**src/rtl/mem_arbiter.sv**
```systemverilog
// Two-requester arbiter sharing one line-wide memory port between an I-cache and a D-cache.
// Grants alternate on conflict, and a one-cycle RELEASE gap separates back-to-back grants.
module mem_arbiter #(
    parameter int ADDR_WIDTH = 32,
    parameter int LINE_WIDTH = 256,
    parameter int CNT_WIDTH  = 16
) (
    input  logic                  clk,
    input  logic                  rst,

    input  logic [ADDR_WIDTH-1:0] i_addr,
    input  logic                  i_read,
    output logic [LINE_WIDTH-1:0] i_rdata,
    output logic                  i_resp,

    input  logic [ADDR_WIDTH-1:0] d_addr,
    input  logic                  d_read,
    input  logic                  d_write,
    input  logic [LINE_WIDTH-1:0] d_wdata,
    output logic [LINE_WIDTH-1:0] d_rdata,
    output logic                  d_resp,

    output logic [ADDR_WIDTH-1:0] pmem_addr,
    output logic                  pmem_read,
    output logic                  pmem_write,
    output logic [LINE_WIDTH-1:0] pmem_wdata,
    input  logic [LINE_WIDTH-1:0] pmem_rdata,
    input  logic                  pmem_resp,

    output logic                  busy,
    output logic [CNT_WIDTH-1:0]  i_grant_cnt,
    output logic [CNT_WIDTH-1:0]  d_grant_cnt
);

    typedef enum logic [1:0] {
        IDLE    = 2'd0,
        GRANT_I = 2'd1,
        GRANT_D = 2'd2,
        RELEASE = 2'd3
    } state_t;

    localparam logic LAST_I = 1'b0;
    localparam logic LAST_D = 1'b1;

    state_t                  state_q, state_d;
    logic                    last_grant_q, last_grant_d;
    logic [ADDR_WIDTH-1:0]   addr_q, addr_d;
    logic [LINE_WIDTH-1:0]   wdata_q, wdata_d;
    logic                    rd_q, rd_d;
    logic                    wr_q, wr_d;
    logic [CNT_WIDTH-1:0]    i_cnt_q, i_cnt_d;
    logic [CNT_WIDTH-1:0]    d_cnt_q, d_cnt_d;
    logic                    d_req;

    assign d_req = d_read | d_write;

    always_ff @(posedge clk or posedge rst) begin
        if (rst) begin
            state_q      <= IDLE;
            last_grant_q <= LAST_I;
            addr_q       <= '0;
            wdata_q      <= '0;
            rd_q         <= 1'b0;
            wr_q         <= 1'b0;
            i_cnt_q      <= '0;
            d_cnt_q      <= '0;
        end else begin
            state_q      <= state_d;
            last_grant_q <= last_grant_d;
            addr_q       <= addr_d;
            wdata_q      <= wdata_d;
            rd_q         <= rd_d;
            wr_q         <= wr_d;
            i_cnt_q      <= i_cnt_d;
            d_cnt_q      <= d_cnt_d;
        end
    end

    always_comb begin
        state_d      = state_q;
        last_grant_d = last_grant_q;
        addr_d       = addr_q;
        wdata_d      = wdata_q;
        rd_d         = rd_q;
        wr_d         = wr_q;
        i_cnt_d      = i_cnt_q;
        d_cnt_d      = d_cnt_q;
        i_resp       = 1'b0;
        d_resp       = 1'b0;

        case (state_q)
            IDLE: begin
                // On conflict the requester that was not served last wins.
                if (d_req && (!i_read || last_grant_q == LAST_I)) begin
                    state_d = GRANT_D;
                    addr_d  = d_addr;
                    wdata_d = d_wdata;
                    wr_d    = d_write;
                    rd_d    = ~d_write;
                end else if (i_read) begin
                    state_d = GRANT_I;
                    addr_d  = i_addr;
                    wdata_d = '0;
                    wr_d    = 1'b0;
                    rd_d    = 1'b1;
                end
            end
            GRANT_I: begin
                i_resp = pmem_resp;
                if (pmem_resp) begin
                    state_d      = RELEASE;
                    last_grant_d = LAST_I;
                    rd_d         = 1'b0;
                    wr_d         = 1'b0;
                    i_cnt_d      = (&i_cnt_q) ? i_cnt_q : i_cnt_q + CNT_WIDTH'(1);
                end
            end
            GRANT_D: begin
                d_resp = pmem_resp;
                if (pmem_resp) begin
                    state_d      = RELEASE;
                    last_grant_d = LAST_D;
                    rd_d         = 1'b0;
                    wr_d         = 1'b0;
                    d_cnt_d      = (&d_cnt_q) ? d_cnt_q : d_cnt_q + CNT_WIDTH'(1);
                end
            end
            RELEASE: begin
                // One dead cycle lets a requester drop its request before re-arbitration.
                state_d = IDLE;
            end
            default: state_d = IDLE;
        endcase
    end

    assign i_rdata     = pmem_rdata;
    assign d_rdata     = pmem_rdata;
    assign pmem_addr   = addr_q;
    assign pmem_wdata  = wdata_q;
    assign pmem_read   = rd_q;
    assign pmem_write  = wr_q;
    assign busy        = (state_q != IDLE);
    assign i_grant_cnt = i_cnt_q;
    assign d_grant_cnt = d_cnt_q;

endmodule

```
**config.mk**
```make
export PLATFORM = sky130hd
export DESIGN_NAME = mem_arbiter
export DESIGN_NICKNAME = d
export VERILOG_FILES = /design/src/rtl/mem_arbiter.sv
export SDC_FILE = /design/constraint.sdc
export NUM_CORES = 1
export LEC_CHECK = 0
export BUFFER_PORTS_ARGS = -buffer_cell sky130_fd_sc_hd__clkbuf_2
export CAP_MARGIN = 20
export CORE_AREA = 2 2 550 552
export DETAILED_ROUTE_END_ITERATION = 10
export DIE_AREA = 0 0 552 554
export PLACE_DENSITY = 0.3
export SLEW_MARGIN = 40
export SYNTH_ARGS = -nofsm -noshare
export SYNTH_HDL_FRONTEND = slang
export SYNTH_SLANG_ARGS = --single-unit
```
**constraint.sdc**
```tcl
create_clock -name clk -period 12.29 [get_ports clk]
set_clock_uncertainty 0.2 [all_clocks]
set_input_delay 1.8435 -clock clk [delete_from_list [all_inputs] [get_ports clk]]
set_output_delay 1.8435 -clock clk [all_outputs]
set_load 0.01 [all_outputs]
```
# After elaboration in Yosys (flattened, before gate mapping)
# Index checks and enable logic that the tools add are counted.
# Widths: inputs -> output; s select.
# totals
regBits,325
input_bits,582
output_inout_bits,837
# op_classes
bitwise,5
n_eq_ne,7
add_sub_neg,2
mux,19
n_reduce_logical,17
# op_table
operator,count
$mux 256,2
$mux 32,2
$add 16x1->16 const B,2
$reduce_and 16->1,2
$reduce_and 3->1,4
$mux 1,8
$reduce_bool 2->1,4
$mux 2,3
$pmux 1 s2,3
$pmux 2 s3,1
$eq 2x2->1 const B,2
$ne 2x2->1 const B,2
$not 1->1,4
$reduce_and 2->1,2
$ne 3x3->1 const B,1
$eq 2x1->1 const B,1
$logic_not 2->1,1
$ne 2x1->1 const B,1
$reduce_or 2->1,1
$logic_and 1x1->1,1
$logic_not 1->1,1
$logic_or 1x1->1,1
$or 1x1->1,1

# Logic depth before layout (Yosys ltp)
# Gate-level depths: netlist of the first run.
# logic_depth
ltp_word,5
ltp_mapped,9
mapped_depth_nobuf,7

# Worst setup path after synthesis of the first run
# OpenSTA, ideal clock, no wires.
# synth_timing
path_kind,input port to output port
startpoint,input pmem_resp
endpoint,output d_resp
path_stages,2
path_slack_ns,8.152
t_arrival_ns,2.095
path_cell_list,nand2_1 > inv_1
# synth_between
elab_chain_cells,1
# synth_lines
element,line,rtl
start: declaration,28,"input logic pmem_resp,"
$mux 1,91,case (state_q)
end: declaration,21,"output logic d_resp,"
# No other way between the ends.

# Final worst setup path of the first run
# Ends and elaborated chain as after synthesis.

==> impl_results.md, run 1 <==
* Overflow after GRT at 0
* DP Area at between 0.02 and 0.025 mm^2
* Initial antenna violation count at 90
* Yosys warning total at 0
* Routability Congestion at 0.802
* CTS tree: built
* Clock Path Buffers at 3
* Fin. Hold Viols at 0
* Part of the power in registers at about a third
* Dpl ws at roughly 7400 ps
* Hpwl dp at approximately 120000 um
* WL final at around 130000 um
* WL/cell at between 20 and 25 um
* Pint at just over 3 mW
* Peak supply drop at between 0.00009 and 0.0001 V
* Cts repair resizes at 0
* Dominant cell type by area after synthesis: dfrtp_1
* Worst path arrival time at roughly 2600 ps
* Sw Share at between 40% and 50%
* Clk Latency, worst-skew pair at about 670 ps
* Net Switching at between 2 and 3 mW
* Fin Setup TNS at 0 ps
* Top flip-flop cell by instance count after synthesis: dfrtp_1
* Cells after Synth at 1932
* Least-Margin Pin Slew at ~860 ps
* Clock slew at reported path FFs at around 50 ps
* Synthesized flop and latch total at around 330
* Synth top area share at between 40% and 50%
* Max-slew headroom at the worst pin at 42.5%
* Final setup vio count at 0
* # Post-CTS Setup Buffers at 0
* Gr usage total at under 10%
* Vias at 13600
* Post-route ant nets at 0
* Pins Over Slew Limit at 0
* # clock sinks at 325
* Unrepaired setup endpoints after global routing: false
* Number of global-route vias before repair at 14100
* PD cells at between 200 and 250 mW/mm^2
* Top post-synthesis cells by area: dfrtp_1, buf_4, nand2_1
* FILL cells at between 30000 and 40000
* Core area at roughly 0.3 mm^2
* Clk pwr share at approximately 27%
* Die height at 554 um
* Die width at about 550 um
* Post-layout nets at about 2600
* Most common cell after layout, fill and taps aside: clkbuf_2
* Leak at approximately 10 nW
* Critical Path Sink Type: output pin
* Worst setup margin at 7680 ps
* Avg Inst Size Synth at between 8 and 9 um^2
* I/O Buffers at 650
* Outcome: finished, final reports clean
* # Max-Cap Violations at 0
* Comb power frac at about 40%
* Die ar. at a little over 0.3 mm^2
* First-pass GRT wire length at approximately 170000 um
* Most frequent cells in the layout: clkbuf_2, nand2_1, dfrtp_1, o21ai_0, clkbuf_16
* Layout area overhead at 33.8%
* Ports at 1419
* Unique masters post-synth at 37
* Row Count at between 200 and 250
* Startpoint types: input pin
* Post-synth ARST share at between 90% and 100%
* CP required at ~10000 ps
* DRC errors left at 0
* Design area at about 0.023 mm^2
* Tightest Hold Check Type: flip-flop to flip-flop
* Share of layout cells above drive strength 1 at 36.4%
* CTS H-tree depth at 2
* Hold buffer count at cts at 0
* Total CTS buffers at just under 50
* Tmin final at 4610 ps
* Post-synth EDFFs at 0
* Avg Vias per Cell at ~2.2
* Root Driver: clkbuf_16
* DRT Pass-1 Iters at 4
* Initial Util at about 5.7%
* Classification of the worst setup path: input pin to output pin
* Final worst-path cycle share at 37.5%
* Largest net degree at the start of global routing at ~170
* Post-synth net total at about 2500
* DR iter-0 viols at roughly 730
* Fmax at 0.217 GHz
* Mapped cell area at approximately 0.017 mm^2
* Worst-path maximum fanout at 7
* Register area share after synthesis at between 40% and 50%
==> critical path, cell delays in order <==
cell,delay (ps)
clkbuf_2,150
nand2_1,70
buf_4,190
inv_1,150
clkbuf_2,160
==> logic make-up (layout without fill, tap and decap cells) <==
logic type | Yosys count | count (layout) | share of synthesized area [%]
DFF | 325 | 325 | 47.3
AOI/OAI and AO/OA | 304 | 304 | 9.05
other | 0 | 11 | 0
muxes | 40 | 40 | 2.38
buffers and inverters | 615 | 758 | 25.3
adders and majority gates | 7 | 7 | 0.509
xor gates and xnor gates | 25 | 25 | 1.27
and+or+nand+nor | 616 | 616 | 14.2
==> final cells by class <==
type / count / area, um^2 / share of cell area (%)
well taps: 3958 / 4950 / 21.5
clock inverters: 14 / 189 / 0.821
clock buffers: 74 / 1500 / 6.53
diodes: 11 / 27.5 / 0.120
inverters: 6 / 30.0 / 0.131
multi-input cells: 992 / 4740 / 20.6
flip-flops and latches: 325 / 8130 / 35.3
repair buffers: 664 / 3440 / 14.9
==> cell usage after synthesis (all sizes together) (2+ instances only) <==
| master | number |
|---|---|
| nor3 | 2 |
| o211ai | 2 |
| nor4 | 3 |
| xnor2 | 18 |
| inv | 6 |
| and4 | 4 |
| ha | 7 |
| xor2 | 7 |
| and3 | 5 |
| o21ai | 290 |
| mux2i | 33 |
| clkbuf | 51 |
| a21oi | 5 |
| nor2 | 10 |
| nand4 | 16 |
| o31ai | 2 |
| mux2 | 7 |
| nand2 | 562 |
| dfrtp | 325 |
| buf | 558 |
| nand3 | 7 |
| nor2b | 2 |
==> state kept, by name, summed over array words and instances (netlist names) <==
signal        flops
pmem_wdata      256
pmem_addr        32
d_grant_cnt      16
i_grant_cnt      16
state_q           2
last_grant_q      1
pmem_read         1
pmem_write        1
==> through the flow <==
step / power (mW) / util (%) / hold slack [ps] / cells
after CTS: 5.90 / 7.67 / 283 / 6032
after detailed placement: 4.31 / 7.11 / 270 / 5944
final: 5.67 / 7.69 / 276 / 6044
after global routing: 6.22 / 7.68 / 294 / 6038
after global placement: 4.29 / 7.10 / 264 / 5944
after floorplan: 3.00 / - / 247 / 1932
==> power groups by stage <==
stage	Sequential (mW)	Combinational [mW]	Clock, mW
after floorplan	2.07	0.934	0
after global placement	1.90	2.39	0
after detailed placement	1.90	2.41	0
after CTS	1.89	2.40	1.61
after global routing	1.95	2.63	1.64
final	1.88	2.27	1.52
==> final timing paths <==
path                            startpoint               to  slack (ps)  depth (start not counted)
setup / recovery                 pmem_resp           d_resp        7680                          5
hold / removal             pmem_wdata[141]  pmem_wdata[141]         280                          2
setup reg to reg                state_q[0]  pmem_wdata[220]        8980                          6
hold reg to reg            pmem_wdata[141]  pmem_wdata[141]         280                          2
max in group asynchronous              rst    pmem_wdata[0]        9670                          3
min in group asynchronous              rst    pmem_wdata[9]        1070                          2
==> layer usage <==
layer	track usage [%]	up-vias	share of wire (%)
met5	0.406	-	0.22
met4	4.53	24	6.5
met3	8.36	470	21
met2	13.2	1155	43
met1	6.98	6004	29
li1	-	5908	-
Power figures use the tool's default switching activity.
==> run 2: changes to the inputs <==
==> constraint.sdc (replaced) <==
create_clock -name clk -period 4.18 [get_ports clk]
set_clock_uncertainty 0.2 [all_clocks]
set_input_delay 0.627 -clock clk [delete_from_list [all_inputs] [get_ports clk]]
set_output_delay 0.627 -clock clk [all_outputs]
set_load 0.01 [all_outputs]
==> run 2 against run 1 <==
  * Final cell count is 5.3% higher
  * Register-to-register slack worse by 7500 ps
  * Hold slack got worse by 200 ps
  * Cell area increased by 14%
  * Power rose to 3.0 times the previous value
  * Sequential power increased to 2.9 times the previous value
  * Clock power rose to 2.8 times the previous value
  * Sequential share of layout area down 4.2 points
  * Combinational power increased to 3.2 times the previous value
  * Non-clock buffer count is 322 higher
  * Critical path type is now flip-flop to output pin
  * Largest cell class unchanged
  * Highest routed layer unchanged
==> impl_results.md, run 2 (synthesis gave the netlist of run 1 again) <==
* Clk Latency, worst-skew pair at 720 ps (was 670 ps)
* Unrepaired setup endpoints after global routing: false (unchanged)
* Core area at 0.299 mm^2 (unchanged)
* DRC errors left at 0 (unchanged)
* Gr usage total at 8.74% (was 8.53%)
* Final core utilization at 8.74% (was 7.69%)
* First-pass GRT wire length at 173000 um (was 168000 um)
* Worst-path maximum fanout at 6 (was 7)
* Leak at 11.4 nW (was 10.1 nW)
* Tightest Hold Check Type: input pin to flip-flop (was flip-flop to flip-flop)
* Post-layout nets at 2947 (was 2627)
* Least-Margin Pin Slew at 666 ps (was 863 ps)
* DRT Pass-1 Iters at 5 (was 4)
* Initial Util at 5.75% (unchanged)
* Die ar. at 0.306 mm^2 (unchanged)
* Root Driver: clkbuf_16 (unchanged)
* Share of layout cells above drive strength 1 at 32.0% (was 36.4%)
* Post-route ant nets at 0 (unchanged)
* Classification of the worst setup path: flip-flop to output pin (was input pin to output pin)
* Final setup vio count at 0 (unchanged)
* Tmin final at roughly 3000 ps
* Overflow after GRT at 0 (unchanged)
* Vias at 14700 (was 13600)
* Clock Path Buffers at 3 (unchanged)
* CTS tree: built (unchanged)
* Final worst-path cycle share at a little under three quarters
* Die width at 552 um (unchanged)
* Critical Path Sink Type: output pin (unchanged)
* DR iter-0 viols at 750 (was 725)
* CTS H-tree depth at 2 (unchanged)
* WL final at 137000 um (was 134000 um)
* Max-slew headroom at the worst pin at 55.6% (was 42.5%)
* Number of global-route vias before repair at 15400 (was 14100)
* Fmax at 0.335 GHz
* Initial antenna violation count at 80 (was 90)
* CP required at 3350 ps (was 10250 ps)
* Most common cell after layout, fill and taps aside: clkbuf_2 (unchanged)
* # Post-CTS Setup Buffers at 0 (unchanged)
* Ports at 1419 (unchanged)
* Most frequent cells in the layout: clkbuf_2, nand2_1, dfrtp_1, dlygate4sd3_1, o21ai_0 (was clkbuf_2, nand2_1, dfrtp_1, o21ai_0, clkbuf_16)
* Routability Congestion at 0.849 (was 0.802)
* Die height at 554 um (unchanged)
* # clock sinks at 325 (unchanged)
* Avg Vias per Cell at 2.31 (was 2.24)
* I/O Buffers at 650 (unchanged)
* Clock slew at reported path FFs at 70 ps (was 50 ps)
* PD cells at 648 mW/mm^2 (was 246 mW/mm^2)
* Startpoint types: flip-flop (was input pin)
* Total CTS buffers at 47 (was 49)
* FILL cells at 35100 (was 35200)
* Outcome: finished, final reports clean (unchanged)
* Fin. Hold Viols at 0 (unchanged)
* Pins Over Slew Limit at 0 (unchanged)
* Cts repair resizes at 0 (unchanged)
* Layout area overhead at 52.0% (was 33.8%)
* Row Count at 201 (unchanged)
* Max reg flops at 256 (unchanged)
* Total power at 16.9 mW (was 5.67 mW)
* # Max-Cap Violations at 0 (unchanged)
* Peak supply drop at 0.000297 V (was 0.0000984 V)
* Largest net degree at the start of global routing at 167 (was 173)
* WL/cell at 21.6 um (was 22.2 um)
* Worst path arrival time at 2160 ps (was 2570 ps)
* Fin Setup TNS at 0 ps (unchanged)
* Hold buffer count at cts at 302 (was 0)
* Hpwl dp at 120000 um (was 116000 um)
run 2: path summary, 6_finish.rpt:
path / startpoint / to / slack (ps) / depth (start not counted)
setup / recovery: state_q[0] / d_resp / 1190 / 5
hold / removal: d_wdata[49] / pmem_wdata[49] / 70 / 3
setup reg to reg: last_grant_q / pmem_addr[10] / 1440 / 6
hold reg to reg: pmem_wdata[168] / pmem_wdata[168] / 270 / 2
max in group asynchronous: rst / pmem_addr[7] / 2520 / 5
min in group asynchronous: rst / pmem_wdata[46] / 280 / 3
run 2: final cells by class:
class	instances	area [um^2]	area share [%]
Timing Repair Buffer	986	6690	25.6
Clock buffer	71	1360	5.19
Multi-Input combinational cell	992	4740	18.1
Clock inverter	15	229	0.876
Antenna cell	11	27.5	0.105
Sequential cell	325	8130	31.1
Tap cell	3958	4950	18.9
Inverter	6	26.3	0.100
run 2: metrics by stage:
stage,instance area [um^2],hold WS [ps],setup slack (ps),cells
after global routing,26100,36.1,891,6356
after global placement,21500,262,1550,5963
after CTS,26100,0.109,898,6352
after detailed placement,21500,271,1520,5964
after floorplan,17200,247,-984,1932
final,26100,73.8,1190,6364
run 2: where the power goes:
group          internal (mW)  switching, mW
Combinational           2.23           4.98
Clock                   2.44           1.80
Sequential              4.61          0.894
run 2: metal layers:
| layer | vias up | track usage (%) | wire length (um) |
|---|---|---|---|
| met5 | - | 0.234 | 111 |
| met4 | 6 | 4.96 | 8890 |
| met3 | 418 | 8.13 | 28600 |
| met2 | 1219 | 13.5 | 59100 |
| met1 | 6515 | 7.42 | 40700 |
| li1 | 6572 | - | - |
run 2: critical path, stage by stage (launching register included):
cell and delay (ps):
dfrtp_1 400, inv_1 100, ha_1 200, nand2_1 360
inv_1 170, clkbuf_2 200
==> run 3: changes to the inputs <==
==> constraint.sdc (replaced) <==
create_clock -name clk -period 2.5 [get_ports clk]
set_clock_uncertainty 0.2 [all_clocks]
set_input_delay 0.375 -clock clk [delete_from_list [all_inputs] [get_ports clk]]
set_output_delay 0.375 -clock clk [all_outputs]
set_load 0.01 [all_outputs]
==> run 3 against run 2 <==
  * Via count grew 0.93%
  * Setup slack lost 1100 ps
  * Non-clock buffer count grew 44
  * Register-to-register slack lost 1300 ps
  * Critical endpoint is now pmem_addr[4]
  * Largest cell class unchanged
  * Largest power group unchanged
  * Highest routed layer unchanged
==> impl_results.md, run 3 (synthesis gave the netlist of run 1 again) <==
* Design area at 0.0267 mm^2 (was 0.0261 mm^2)
* Tmin final at 2360 ps
* Met3 wire length at 26900 um (was 28600 um)
* Worst path arrival time at 2730 ps (was 2160 ps)
* Pins Over Slew Limit at 0 (unchanged)
* WL/cell at 21.6 um (about the same)
* Core area at 0.299 mm^2 (unchanged)
* Initial Util at 5.75% (unchanged)
* Outcome: finished, final reports clean (unchanged)
* Row Count at 201 (unchanged)
* Wl on met1 at 43000 um (was 40700 um)
* Max Used Layer: met5 (unchanged)
* Fin. Hold Viols at 0 (unchanged)
* Post-layout nets at 2993 (was 2947)
* Least-Margin Pin Slew at 607 ps (was 666 ps)
* Gr usage total at 8.78% (was 8.74%)
* Clk Latency, worst-skew pair at 690 ps (was 720 ps)
* Vias at 14900 (was 14700)
* Clock slew at reported path FFs at 70 ps (about the same)
* Tightest Hold Check Type: input pin to flip-flop (unchanged)
* Startpoint types: flip-flop (unchanged)
* Overflow after GRT at 0 (unchanged)
* Die ar. at 0.306 mm^2 (unchanged)
* Peak supply drop at 0.000511 V (was 0.000297 V)
* Post-route ant nets at 0 (unchanged)
* CTS tree: built (unchanged)
* Final setup vio count at 0 (unchanged)
* Ports at 1419 (unchanged)
* Routability Congestion at 0.820 (was 0.849)
* Share of layout cells above drive strength 1 at 32.9% (was 32.0%)
* Number of global-route vias before repair at 15500 (was 15400)
* Unrepaired setup endpoints after global routing: false (unchanged)
* Most frequent cells in the layout: clkbuf_2, nand2_1, dlygate4sd3_1, dfrtp_1, o21ai_0 (was clkbuf_2, nand2_1, dfrtp_1, dlygate4sd3_1, o21ai_0)
* Leak at 11.6 nW (was 11.4 nW)
* Die width at 552 um (unchanged)
* DRT Pass-1 Iters at 5 (unchanged)
* First-pass GRT wire length at 173000 um (about the same)
* Initial antenna violation count at 72 (was 80)
* Classification of the worst setup path: flip-flop to flip-flop (was flip-flop to output pin)
* Avg Vias per Cell at 2.32 (was 2.31)
* Fmax at ~0.42 GHz
* CP required at 2870 ps (was 3350 ps)
* Fin Setup TNS at 0 ps (unchanged)
* I/O Buffers at 650 (unchanged)
* Worst-path maximum fanout at 11 (was 6)
* Max reg flops at 256 (unchanged)
* Critical Path Sink Type: flip-flop (was output pin)
* DR iter-0 viols at 854 (was 750)
* Final core utilization at 8.93% (was 8.74%)
* Dpl ws at 295 ps (was 1520 ps)
* Final worst-path cycle share at a little over nine tenths
* Routed length on met2 at 58700 um (was 59100 um)
* Most common cell after layout, fill and taps aside: clkbuf_2 (unchanged)
* Worst setup margin at 144 ps (was 1190 ps)
* Clock Path Buffers at 3 (unchanged)
* Hpwl dp at 121000 um (was 120000 um)
* DRC errors left at 0 (unchanged)
* Max-slew headroom at the worst pin at 59.6% (was 55.6%)
* Total CTS buffers at 49 (was 47)
* Layout area overhead at 55.4% (was 52.0%)
* WL final at 138000 um (was 137000 um)
* Root Driver: clkbuf_16 (unchanged)
* Die height at 554 um (unchanged)
* Largest net degree at the start of global routing at 83 (was 167)
* # clock sinks at 325 (unchanged)
* CTS H-tree depth at 2 (unchanged)
* Reg2reg setup slack at 140 ps (was 1440 ps)
* # Max-Cap Violations at 0 (unchanged)
* DP Area at 0.0217 mm^2 (was 0.0215 mm^2)
* PD cells at 1090 mW/mm^2 (was 648 mW/mm^2)
* Total power at 29.2 mW (was 16.9 mW)
## run 3: area by class of cell
class                      count  area (um^2)
multi-input combinational    992         4740
timing repair buffer        1030         7140
fill                       35000       273000
clock inverter                23          347
tap                         3958         4950
antenna                        8         20.0
clock buffer                  63         1360
inverter                       6         28.8
sequential                   325         8130
## run 3: routing by layer
metal | global-route usage (%) | vias up
li1 | - | 6640
met2 | 13.4 | 1166
met3 | 7.81 | 419
met1 | 7.69 | 6638
met5 | 0.359 | -
met4 | 5.27 | 4
## run 3: worst max-delay path: stages (launching register included)
cell and delay (ps):
dfrtp_1 400, nand2_1 120, o21a_4 240, buf_12 190, buf_4 200, mux2i_1 190
dlygate4sd3_1 570, o21ai_0 70
## run 3: final timing paths
kind                                  from               to  depth (start not counted)
setup / recovery              last_grant_q     pmem_addr[4]                          7
hold / removal                d_wdata[194]  pmem_wdata[194]                          4
setup reg to reg              last_grant_q     pmem_addr[4]                          7
hold reg to reg            pmem_wdata[166]  pmem_wdata[166]                          2
max in group asynchronous              rst  pmem_wdata[228]                          5
min in group asynchronous              rst   pmem_wdata[32]                          4
## run 3: through the flow
step	hold WS, ps	instances
floorplan	247	1932
global placement	262	5982
detailed placement	270	5982
CTS	129	6397
global route	202	6402
finish	250	6405
## run 3: repair_timing
item | 4_1_cts | 5_1_grt
endpoints found under the hold margin | 592 | 0
gates resized for setup | 10 | 0
endpoints found under the setup margin | 2 | 0
buffers inserted | 3 | 0
hold buffers | 326 | 0
## run 3: where the power goes
group / internal [mW] / switching (mW)
combinational: 3.97 / 8.55
sequential: 7.71 / 1.44
clock: 4.47 / 3.09
total: 16.1 / 13.1
